<file path="config.mk">
export PLATFORM = sky130hd
export DESIGN_NAME = load_store_unit_flat
export DESIGN_NICKNAME = d
export VERILOG_FILES = /design/src/rtl/lsu_pkg.sv /design/src/rtl/load_store_unit_if.sv /design/src/rtl/lsu_load_extend.sv /design/src/rtl/load_store_unit.sv /design/src/flat_wrapper.sv
export SDC_FILE = /design/constraint.sdc
export NUM_CORES = 1
export LEC_CHECK = 0
export ABC_AREA = 1
export CAP_MARGIN = 20
export CELL_PAD_IN_SITES_DETAIL_PLACEMENT = 1
export CELL_PAD_IN_SITES_GLOBAL_PLACEMENT = 1
export CORE_UTILIZATION = 33
export CTS_CLUSTER_DIAMETER = 200
export DETAILED_ROUTE_END_ITERATION = 12
export GPL_ROUTABILITY_DRIVEN = 0
export GPL_TIMING_DRIVEN = 0
export PLACE_DENSITY = 0.85
export SYNTH_ARGS = -nofsm -noshare
export SYNTH_HDL_FRONTEND = slang
export SYNTH_SLANG_ARGS = --single-unit
</file>
<file path="constraint.sdc">
create_clock -name clk -period 3.13 [get_ports clk]
set_clock_uncertainty 0.1 [all_clocks]
set_input_delay 0.7825 -clock clk [delete_from_list [all_inputs] [get_ports clk]]
set_output_delay 0.7825 -clock clk [all_outputs]
set_load 0.02 [all_outputs]
</file>
<file path="src/rtl/lsu_pkg.sv">
// Shared encodings for the load/store unit and the control unit that drives it.
package lsu_pkg;

    typedef enum logic [2:0] {
        LB  = 3'b000,
        LH  = 3'b001,
        LW  = 3'b010,
        LBU = 3'b011,
        LHU = 3'b100
    } load_src_e;

    typedef enum logic [1:0] {
        SB = 2'b00,
        SH = 2'b01,
        SW = 2'b10
    } store_src_e;

    typedef enum logic [1:0] {
        StIdle,
        StReq,
        StWaitR,
        StDone
    } lsu_state_e;

    // Halfwords need addr[0]=0, words need addr[1:0]=0; undefined codes behave as words.
    function automatic logic is_misaligned(input logic       we,
                                           input logic [2:0] load_src,
                                           input logic [1:0] store_src,
                                           input logic [1:0] offset);
        logic mis;
        if (we) begin
            case (store_src)
                SB:      mis = 1'b0;
                SH:      mis = offset[0];
                default: mis = |offset;
            endcase
        end else begin
            case (load_src)
                LB, LBU: mis = 1'b0;
                LH, LHU: mis = offset[0];
                default: mis = |offset;
            endcase
        end
        return mis;
    endfunction

endpackage

</file>
<file path="src/rtl/load_store_unit_if.sv">
// Data-memory request/response bus between the LSU (master) and data memory (slave).
interface load_store_unit_if;
    logic        mem_req;
    logic        mem_ready;
    logic        mem_we;
    logic [31:0] mem_addr;
    logic [3:0]  mem_be;
    logic [31:0] mem_wdata;
    logic        mem_rvalid;
    logic [31:0] mem_rdata;

    modport master (
        output mem_req, mem_we, mem_addr, mem_be, mem_wdata,
        input  mem_ready, mem_rvalid, mem_rdata
    );

    modport slave (
        input  mem_req, mem_we, mem_addr, mem_be, mem_wdata,
        output mem_ready, mem_rvalid, mem_rdata
    );
endinterface

</file>
<file path="src/rtl/lsu_load_extend.sv">
// Picks the addressed byte/halfword out of a read word and sign- or zero-extends it.
module lsu_load_extend
    import lsu_pkg::*;
(
    input  logic [31:0] word_i,
    input  logic [1:0]  offset_i,
    input  logic [2:0]  load_src_i,
    output logic [31:0] result_o
);

    logic [7:0]  byte_sel;
    logic [15:0] half_sel;

    // Lane select then extension; undefined codes return the full word.
    always_comb begin
        byte_sel = word_i[{offset_i, 3'b000} +: 8];
        half_sel = offset_i[1] ? word_i[31:16] : word_i[15:0];
        result_o = word_i;
        case (load_src_i)
            LB:      result_o = {{24{byte_sel[7]}}, byte_sel};
            LH:      result_o = {{16{half_sel[15]}}, half_sel};
            LBU:     result_o = {24'h000000, byte_sel};
            LHU:     result_o = {16'h0000, half_sel};
            default: result_o = word_i;
        endcase
    end

endmodule

</file>
<file path="src/rtl/load_store_unit.sv">
// Multi-cycle data-memory front end: aligns requests, builds byte enables, extends loads.
module load_store_unit
    import lsu_pkg::*;
#(
    parameter int unsigned TIMEOUT_CYCLES = 256,
    parameter int unsigned TO_W           = $clog2(TIMEOUT_CYCLES + 1)
) (
    input  logic                     clk,
    input  logic                     reset,
    input  logic                     req_valid,
    input  logic                     req_we,
    input  logic [2:0]               load_src,
    input  logic [1:0]               store_src,
    input  logic [31:0]              addr,
    input  logic [31:0]              wdata,
    output logic                     stall,
    output logic                     done,
    output logic [31:0]              rdata,
    output logic                     err,
    load_store_unit_if.master        mem
);

    localparam logic [TO_W-1:0] ToLast = TO_W'(TIMEOUT_CYCLES - 1);

    lsu_state_e  state_q, state_d;
    logic        mem_req_q, mem_req_d;
    logic        mem_we_q, mem_we_d;
    logic [31:0] mem_addr_q, mem_addr_d;
    logic [3:0]  mem_be_q, mem_be_d;
    logic [31:0] mem_wdata_q, mem_wdata_d;
    logic [2:0]  load_src_q, load_src_d;
    logic [1:0]  off_q, off_d;
    logic [31:0] rdata_q, rdata_d;
    logic        err_q, err_d;
    logic [TO_W-1:0] cnt_q, cnt_d;

    logic [3:0]  req_be;
    logic [31:0] req_wdata;
    logic [31:0] ext_word;

    lsu_load_extend u_load_extend (
        .word_i     (mem.mem_rdata),
        .offset_i   (off_q),
        .load_src_i (load_src_q),
        .result_o   (ext_word)
    );

    // Byte enables and lane-replicated store data for the incoming access.
    always_comb begin
        req_be    = 4'b1111;
        req_wdata = wdata;
        if (req_we) begin
            case (store_src)
                SB: begin
                    req_be    = 4'b0001 << addr[1:0];
                    req_wdata = {4{wdata[7:0]}};
                end
                SH: begin
                    req_be    = 4'b0011 << {addr[1], 1'b0};
                    req_wdata = {2{wdata[15:0]}};
                end
                default: begin
                    req_be    = 4'b1111;
                    req_wdata = wdata;
                end
            endcase
        end
    end

    // Next-state logic; completion takes priority over the timeout in the same cycle.
    always_comb begin
        state_d     = state_q;
        mem_req_d   = mem_req_q;
        mem_we_d    = mem_we_q;
        mem_addr_d  = mem_addr_q;
        mem_be_d    = mem_be_q;
        mem_wdata_d = mem_wdata_q;
        load_src_d  = load_src_q;
        off_d       = off_q;
        rdata_d     = rdata_q;
        err_d       = err_q;
        cnt_d       = '0;
        unique case (state_q)
            StIdle: begin
                if (req_valid) begin
                    if (is_misaligned(req_we, load_src, store_src, addr[1:0])) begin
                        state_d = StDone;
                        err_d   = 1'b1;
                        rdata_d = '0;
                    end else begin
                        state_d     = StReq;
                        mem_req_d   = 1'b1;
                        mem_we_d    = req_we;
                        mem_addr_d  = {addr[31:2], 2'b00};
                        mem_be_d    = req_be;
                        mem_wdata_d = req_wdata;
                        load_src_d  = load_src;
                        off_d       = addr[1:0];
                    end
                end
            end
            StReq: begin
                if (mem.mem_ready) begin
                    mem_req_d = 1'b0;
                    if (mem_we_q) begin
                        state_d = StDone;
                        err_d   = 1'b0;
                        rdata_d = '0;
                    end else if (mem.mem_rvalid) begin
                        state_d = StDone;
                        err_d   = 1'b0;
                        rdata_d = ext_word;
                    end else begin
                        // Counter keeps running across the REQ->WAIT_R hop.
                        state_d = StWaitR;
                        cnt_d   = cnt_q + TO_W'(1);
                    end
                end else if (cnt_q >= ToLast) begin
                    state_d   = StDone;
                    mem_req_d = 1'b0;
                    err_d     = 1'b1;
                    rdata_d   = '0;
                end else begin
                    cnt_d = cnt_q + TO_W'(1);
                end
            end
            StWaitR: begin
                if (mem.mem_rvalid) begin
                    state_d = StDone;
                    err_d   = 1'b0;
                    rdata_d = ext_word;
                end else if (cnt_q >= ToLast) begin
                    state_d = StDone;
                    err_d   = 1'b1;
                    rdata_d = '0;
                end else begin
                    cnt_d = cnt_q + TO_W'(1);
                end
            end
            StDone: begin
                state_d = StIdle;
            end
            default: begin
                state_d = StIdle;
            end
        endcase
    end

    // State and registered memory-side outputs, synchronous active-low reset.
    always_ff @(posedge clk) begin
        if (!reset) begin
            state_q     <= StIdle;
            mem_req_q   <= 1'b0;
            mem_we_q    <= 1'b0;
            mem_addr_q  <= '0;
            mem_be_q    <= '0;
            mem_wdata_q <= '0;
            load_src_q  <= '0;
            off_q       <= '0;
            rdata_q     <= '0;
            err_q       <= 1'b0;
            cnt_q       <= '0;
        end else begin
            state_q     <= state_d;
            mem_req_q   <= mem_req_d;
            mem_we_q    <= mem_we_d;
            mem_addr_q  <= mem_addr_d;
            mem_be_q    <= mem_be_d;
            mem_wdata_q <= mem_wdata_d;
            load_src_q  <= load_src_d;
            off_q       <= off_d;
            rdata_q     <= rdata_d;
            err_q       <= err_d;
            cnt_q       <= cnt_d;
        end
    end

    assign mem.mem_req   = mem_req_q;
    assign mem.mem_we    = mem_we_q;
    assign mem.mem_addr  = mem_addr_q;
    assign mem.mem_be    = mem_be_q;
    assign mem.mem_wdata = mem_wdata_q;

    assign stall = req_valid && (state_q != StDone);
    assign done  = (state_q == StDone);
    assign rdata = rdata_q;
    assign err   = err_q;

endmodule

</file>
<file path="src/flat_wrapper.sv">
// flat-port wrapper written by rule: the top's interface ports become plain ports
module load_store_unit_flat import lsu_pkg::*;
#(
    parameter int unsigned TIMEOUT_CYCLES = 256,
    parameter int unsigned TO_W           = $clog2(TIMEOUT_CYCLES + 1)
)
  (clk, reset, req_valid, req_we, load_src, store_src, addr, wdata, stall, done, rdata, err, mem_mem_req, mem_mem_we, mem_mem_addr, mem_mem_be, mem_mem_wdata, mem_mem_ready, mem_mem_rvalid, mem_mem_rdata);
  load_store_unit_if mem_i ();
  input  logic clk;
  input  logic reset;
  input  logic req_valid;
  input  logic req_we;
  input  logic [2:0] load_src;
  input  logic [1:0] store_src;
  input  logic [31:0] addr;
  input  logic [31:0] wdata;
  output logic stall;
  output logic done;
  output logic [31:0] rdata;
  output logic err;
  output wire logic [$bits(mem_i.mem_req)-1:0] mem_mem_req;
  output wire logic [$bits(mem_i.mem_we)-1:0] mem_mem_we;
  output wire logic [$bits(mem_i.mem_addr)-1:0] mem_mem_addr;
  output wire logic [$bits(mem_i.mem_be)-1:0] mem_mem_be;
  output wire logic [$bits(mem_i.mem_wdata)-1:0] mem_mem_wdata;
  input wire logic [$bits(mem_i.mem_ready)-1:0] mem_mem_ready;
  input wire logic [$bits(mem_i.mem_rvalid)-1:0] mem_mem_rvalid;
  input wire logic [$bits(mem_i.mem_rdata)-1:0] mem_mem_rdata;
  assign mem_mem_req = mem_i.mem_req;
  assign mem_mem_we = mem_i.mem_we;
  assign mem_mem_addr = mem_i.mem_addr;
  assign mem_mem_be = mem_i.mem_be;
  assign mem_mem_wdata = mem_i.mem_wdata;
  assign mem_i.mem_ready = mem_mem_ready;
  assign mem_i.mem_rvalid = mem_mem_rvalid;
  assign mem_i.mem_rdata = mem_mem_rdata;
  load_store_unit #(.TIMEOUT_CYCLES(TIMEOUT_CYCLES), .TO_W(TO_W)) u_core (.clk(clk), .reset(reset), .req_valid(req_valid), .req_we(req_we), .load_src(load_src), .store_src(store_src), .addr(addr), .wdata(wdata), .stall(stall), .done(done), .rdata(rdata), .err(err), .mem(mem_i));
endmodule
</file>
# Yosys cells after proc, flatten, opt, wreduce, memory -nomap -nowiden
# Cells that the tools add are included.
# word_totals
regBits	117
out_inout_bits	105
# op_classes
n_addsub	1
magnitude_cmp	1
n_eq_ne	16
shift	3
n_mux	46
n_bitwise	1
reduce_logical	13
# ops
operator	count
$mux 32	8
$pmux 32 s4	1
$pmux 32 s3	1
$pmux 32 s2	1
$mux 9	5
$shiftx 32x6->8	1
$pmux 9 s2	1
$mux 16	1
$mux 1	15
$mux 2	6
$add 9x1->9 const B	1
$ge 9x8->1 const B	1
$pmux 2 s4	1
$pmux 4 s2	1
$reduce_and 4->1	2
$eq 3x1->1 const B	2
$eq 3x2->1 const B	2
$eq 3x3->1 const B	2
$logic_not 3->1	2
$ne 2x2->1 const B	3
$pmux 1 s2	3
$reduce_or 2->1	3
$eq 2x1->1 const B	2
$eq 2x2->1 const B	2
other kinds (13)	14

# Longest topological paths before layout
# Gate-level depths: netlist of run 1.
# depth
ltp_word	9
depth_mapped	14
mapped_depth_nobuf	13

# Cells and area by module
# Synthesis of run 1 repeated with hierarchy kept, for this count alone.
# unflattened
hier_cells	1003
area_unflattened_um2	6412.4
# by_module_without_submodules
mod	n_inst	cells_each	area_each_um2	seq_area_each_um2
load_store_unit	1	765	5337.6	2342.2
lsu_load_extend	1	238	1074.8	0.0

# Least setup slack after synthesis of run 1
# Ideal clock, no wire load.
# synth_timing
path_kind	input -> register
from	input req_we
to	register u_core.mem_wdata_q[16] (netlist: u_core.mem.mem_wdata[16])
setup_ns	0.116
t_arrival_ns	1.845
required_ns	2.914
path_slack_ns	1.070
cell_stages	13
cell_sequence	buf_6 -> inv_6 -> nand2_1 -> nor2_1 -> nand2_1 -> nand2_2 -> nand2_2 -> nor2_4 -> buf_6 -> inv_4 -> buf_4 -> nor2_1 -> nor2_1
# synth_between
elab_chain_len	5
word_cells_on_any_way	6
classes_between	4 x mux; 1 x bitwise; 1 x reduce/logical
# synth_lines
element	line	text
start, declared	flat_wrapper.sv:12	input logic req_we;
$mux 1	lsu_pkg.sv:31	if (we) begin
$mux 1	load_store_unit.sv:85	if (req_valid) begin
$mux 1	load_store_unit.sv:83	unique case (state_q)
$not 1->1 (no source line)	-	
$reduce_and 3->1 (no source line)	-	
end signal, assigned	load_store_unit.sv:169	mem_wdata_q <= mem_wdata_d;
end, declared	load_store_unit.sv:30	logic [31:0] mem_wdata_q, mem_wdata_d;
# Several ways; a longest one is shown, not always the timed one. The select of a mux whose other input is x is not followed.
# A chain may end at the register's enable or synchronous reset.

# Worst setup path in the final report of run 1
# layout_timing
from	input req_valid
to	output stall
# layout_between
elab_chain_len	1
# layout_lines
element	line	text
start, declared	flat_wrapper.sv:11	input logic req_valid;
$logic_and 1x1->1	load_store_unit.sv:184	assign stall = req_valid && (state_q != StDone);
end, declared	flat_wrapper.sv:17	output logic stall;
# Every way passes these cells.

==> results of run 1 <==
how the worst max path moves through the flow:
| stage | cells past startpoint | to | from |
|---|---|---|---|
| floorplan | 13 | u_core.mem.mem_wdata[16] | req_we |
| global placement | 8 | u_core.rdata[14] | mem_mem_rvalid |
| detailed placement | 8 | u_core.rdata[14] | mem_mem_rvalid |
| CTS | 4 | stall | req_valid |
| global route | 4 | stall | req_valid |
| finish | 4 | stall | req_valid |
Yosys cell counts, drive strengths merged, types with 4 or more instances:
library cell / number
o22ai: 8
nand2: 271
or2: 9
clkbuf: 16
dfxtp: 117
ha: 6
nor2: 173
nand3: 36
buf: 25
a21oi: 32
inv: 82
nor3b: 4
o21ai: 109
layout make-up:
cell class              count  area [sq um]
clock inverters             3          40.0
plain buffers              41           248
repair buffers            207          2070
clock buffers              28           527
flip-flops and latches    117          2340
multi-input cells         660          2900
well taps                 225           282
fillers                  2241          8500
inverters                  84           323
per-layer routing:
| metal | vias up | share of wire [%] | track usage, % | wire length (um) |
|---|---|---|---|---|
| li1 | 3267 | - | - | - |
| met1 | 3189 | 42 | 27.9 | 9090 |
| met2 | 212 | 48 | 42.2 | 10400 |
| met3 | 45 | 7.3 | 7.58 | 1570 |
| met4 | 2 | 2.4 | 9.24 | 511 |
| met5 | - | 0.070 | 0 | 15 |
cells by family after synthesis:
kind of cell / Yosys count / share of synthesized area [%]
AO/OA/AOI/OAI: 152 / 13.4
XOR/XNOR: 3 / 0.452
adder cells (fa/ha/maj): 6 / 1.29
buffers and inverters: 125 / 9.82
flip-flops: 117 / 40.3
other: 1 / 0.0646
AND/OR/NAND/NOR: 497 / 34.6
stage by stage:
stage / power (mW) / instance area [sq um] / utilization [%] / cells
detailed placement: 4.40 / 8170 / 47.4 / 1334
floorplan: 3.37 / 5810 / - / 902
global route: 6.69 / 8730 / 50.7 / 1365
CTS: 6.35 / 8730 / 50.7 / 1365
finish: 6.30 / 8730 / 50.7 / 1365
global placement: 4.35 / 8170 / 47.4 / 1334
registers in the layout, indices dropped and copies added, names as in the netlist:
register              cells
u_core.load_src_q         3
u_core.state_q            2
u_core.err                1
u_core.mem.mem_be         4
u_core.off_q              2
u_core.mem.mem_wdata     32
u_core.mem.mem_addr      30
u_core.cnt_q              9
u_core.mem.mem_we         1
u_core.mem.mem_req        1
u_core.rdata             32
power groups by stage:
stage | Sequential (mW) | Clock [mW] | Combinational, mW
after floorplan | 2.14 | 0 | 1.23
after global placement | 1.90 | 0 | 2.45
after detailed placement | 1.91 | 0 | 2.49
after CTS | 1.89 | 1.93 | 2.53
after global routing | 1.91 | 2.00 | 2.77
final | 1.89 | 1.90 | 2.51
critical path, delay by kind of cell:
family,cells,cell delay [ns]
buf+inv,3,1.20
simple gates,1,0.12
cells in the final DEF (no fill, tap or decap), types with 2 or more instances in the layout:
cell type	n
sky130_fd_sc_hd__nor2_4	3
sky130_fd_sc_hd__buf_4	12
sky130_fd_sc_hd__a21oi_1	31
sky130_fd_sc_hd__buf_2	8
sky130_fd_sc_hd__clkdlybuf4s50_1	207
sky130_fd_sc_hd__o21ai_0	99
sky130_fd_sc_hd__nand2_1	266
sky130_fd_sc_hd__clkinv_1	2
sky130_fd_sc_hd__xnor2_1	2
sky130_fd_sc_hd__o22ai_1	8
sky130_fd_sc_hd__buf_6	5
sky130_fd_sc_hd__clkbuf_1	20
sky130_fd_sc_hd__o21bai_1	2
sky130_fd_sc_hd__nor3b_1	4
sky130_fd_sc_hd__dfxtp_1	117
sky130_fd_sc_hd__or2_2	9
sky130_fd_sc_hd__conb_1	2
sky130_fd_sc_hd__nand2_2	5
sky130_fd_sc_hd__nor2_1	169
sky130_fd_sc_hd__inv_1	79
sky130_fd_sc_hd__nand3_1	36
sky130_fd_sc_hd__clkinv_2	2
sky130_fd_sc_hd__ha_1	6
sky130_fd_sc_hd__clkbuf_8	6
sky130_fd_sc_hd__clkbuf_16	17
sky130_fd_sc_hd__o21ai_1	10
==> summary.log, run 1 <==
[routing] via count normalized by instance count 4.92
[pwr] part of the power in the clock network 30.2%
[final_layout] fin nets 1241
[timing] f_max 0.335 GHz
[critical_path] data required time at the worst endpoint 2.25 ns
[timing] Setup-failing EPs final 0
[critical_path] Worst R2R Start u_core.cnt_q[0]
[clock_tree] Post CTS Setup Buffer Count 0
[critical_path] Reg2Reg Depth 14
[global_routing] Overflow after GRT 0
[floorplanning] I/O Pins 212
[place] # port buffers 207
[global_routing] Total GRT Usage 24.3%
[timing] max-slew violations 0
[pwr] switching share of power 37.9%
[clock_tree] CTS Buffer Depth 2
[yosys] Mapped Avg Cell Area 6.45 sq um
[yosys] Seq/Total Area, Yosys 40.3%
[routing] routed length per placed instance 15.8 um
[floorplanning] Die Ht 135 um
[timing] Fin. Hold Viols 0
[clock_tree] number of levels in the clock H-tree 4
[floorplanning] standard cell core area 17200 sq um
[global_routing] first-pass GRT wire length 34500 um
[global_routing] initial antenna violation count 1
[yosys] Post-synth ARST share 0%
[floorplanning] die area 18100 sq um
[floorplanning] DIE WIDTH 135 um
[routing] number of vias in the routed layout 6715
[critical_path] Critical Path Source Type primary input
[pwr] total net switching power 2.39 mW
[clock_tree] clock buffer count from CTS 17
[critical_path] cell-by-cell listing of the critical path clkdlybuf4s50_1, inv_1, nor2_1, clkdlybuf4s50_1
[routing] number of nets with antenna violations after routing 0
[timing] transition at the pin with the smallest max-transition slack 0.587 ns
[final_layout] Area growth, synth to finish 50.3%
[clock_tree] clk sinks 117
[pwr] part of the total power dissipated in combinational logic 39.8%
[yosys] Yosys warning count 0
[clock_tree] clock slew at reported path FFs 0.05 ns
[routing] post-detailed-route DRC marker count 0
[floorplanning] Initial Util 33.7%
[yosys] Cell Area, Synth 5810 sq um
[clock_tree] TritonCTS clock tree done
[final_layout] antenna diode instance count 0
[critical_path] category of the most critical setup path primary input to primary output
[pwr] PD cells 721 nW/um^2
[worst_hold_path] cell depth of the worst hold path 2
[routing] total iterations of the first detailed-routing run 5
[yosys] most area-hungry cell type in the Yosys netlist sky130_fd_sc_hd__dfxtp_1
[global_routing] largest net degree at the start of global routing 17
[critical_path] arrival time at the worst endpoint 2.10 ns
[yosys] Synth Instances 901
[worst_hold_path] worst hold path class register to register
[pwr] Internal Pwr Total 3.91 mW
[critical_path] Reg2Reg Setup Slack 0.65 ns
[floorplanning] total number of placement rows 48
[yosys] cells taking the most area after synthesis sky130_fd_sc_hd__dfxtp_1, sky130_fd_sc_hd__nand2_1, sky130_fd_sc_hd__nor2_1, sky130_fd_sc_hd__o21ai_0, sky130_fd_sc_hd__inv_1
[critical_path] peak fanout along the critical path 5
[clock_tree] CTS root buf sky130_fd_sc_hd__clkbuf_16
[yosys] area share of the leading cell type in the synthesized netlist 40.3%
[timing] final hold slack 0.353 ns
[yosys] EDFF count, synth 0
[timing] final period utilization 95.3%
[timing] unrepaired setup endpoints after global routing no
[critical_path] Critical Path Max Stage Delay 0.63 ns
[timing] Max-Slew Margin vs Limit 60.6%
[critical_path] most frequent cell on the critical path sky130_fd_sc_hd__clkdlybuf4s50_1
[routing] iteration-0 DRC count of the detailed router 257
[critical_path] Worst setup EP type primary output
[place] estimated wirelength of the detail-placed design 16000 um
[yosys] most common flop cell mapped by yosys sky130_fd_sc_hd__dfxtp_1
[timing] Setup WS post-layout 0.146 ns
[timing] final critical-path required period 2.98 ns
[clock_tree] number of gates resized after cts 0
[pwr] sequential group share of total power 30.0%
[worst_hold_path] Worst Min Path Start u_core.rdata[27]
[yosys] Yosys reg bits 117
[yosys] Unique masters post-synth 34
[critical_path] slowest cell on the critical path sky130_fd_sc_hd__clkdlybuf4s50_1
[pwr] Peak supply drop 0.446 mV
[place] Post-Place Setup Slack 0.163 ns
[run_status] outcome finished clean
[final_layout] share of post-route cells with drive strength above 1 6.49%
[clock_tree] clock network latency to the later pin of the worst-skew pair 0.42 ns
[critical_path] worst reg2reg path endpoint u_core.rdata[28]
[worst_hold_path] Endpoint, Worst Hold u_core.rdata[27]
[global_routing] vias in the first global route 6847
[clock_tree] hold_buf cts 0
[timing] final total negative setup slack 0 ns
[routing] final wirelength 21600 um
[job] max cap viols 0
[pwr] static leakage 3.90 nW
Power figures use the tool's default switching activity.
==> inputs of run 2 (changes only) <==
SLEW_MARGIN = 5   (was default)
==> results of run 2 <==
Final layout, timing and power as in run 1 (identical DEF).
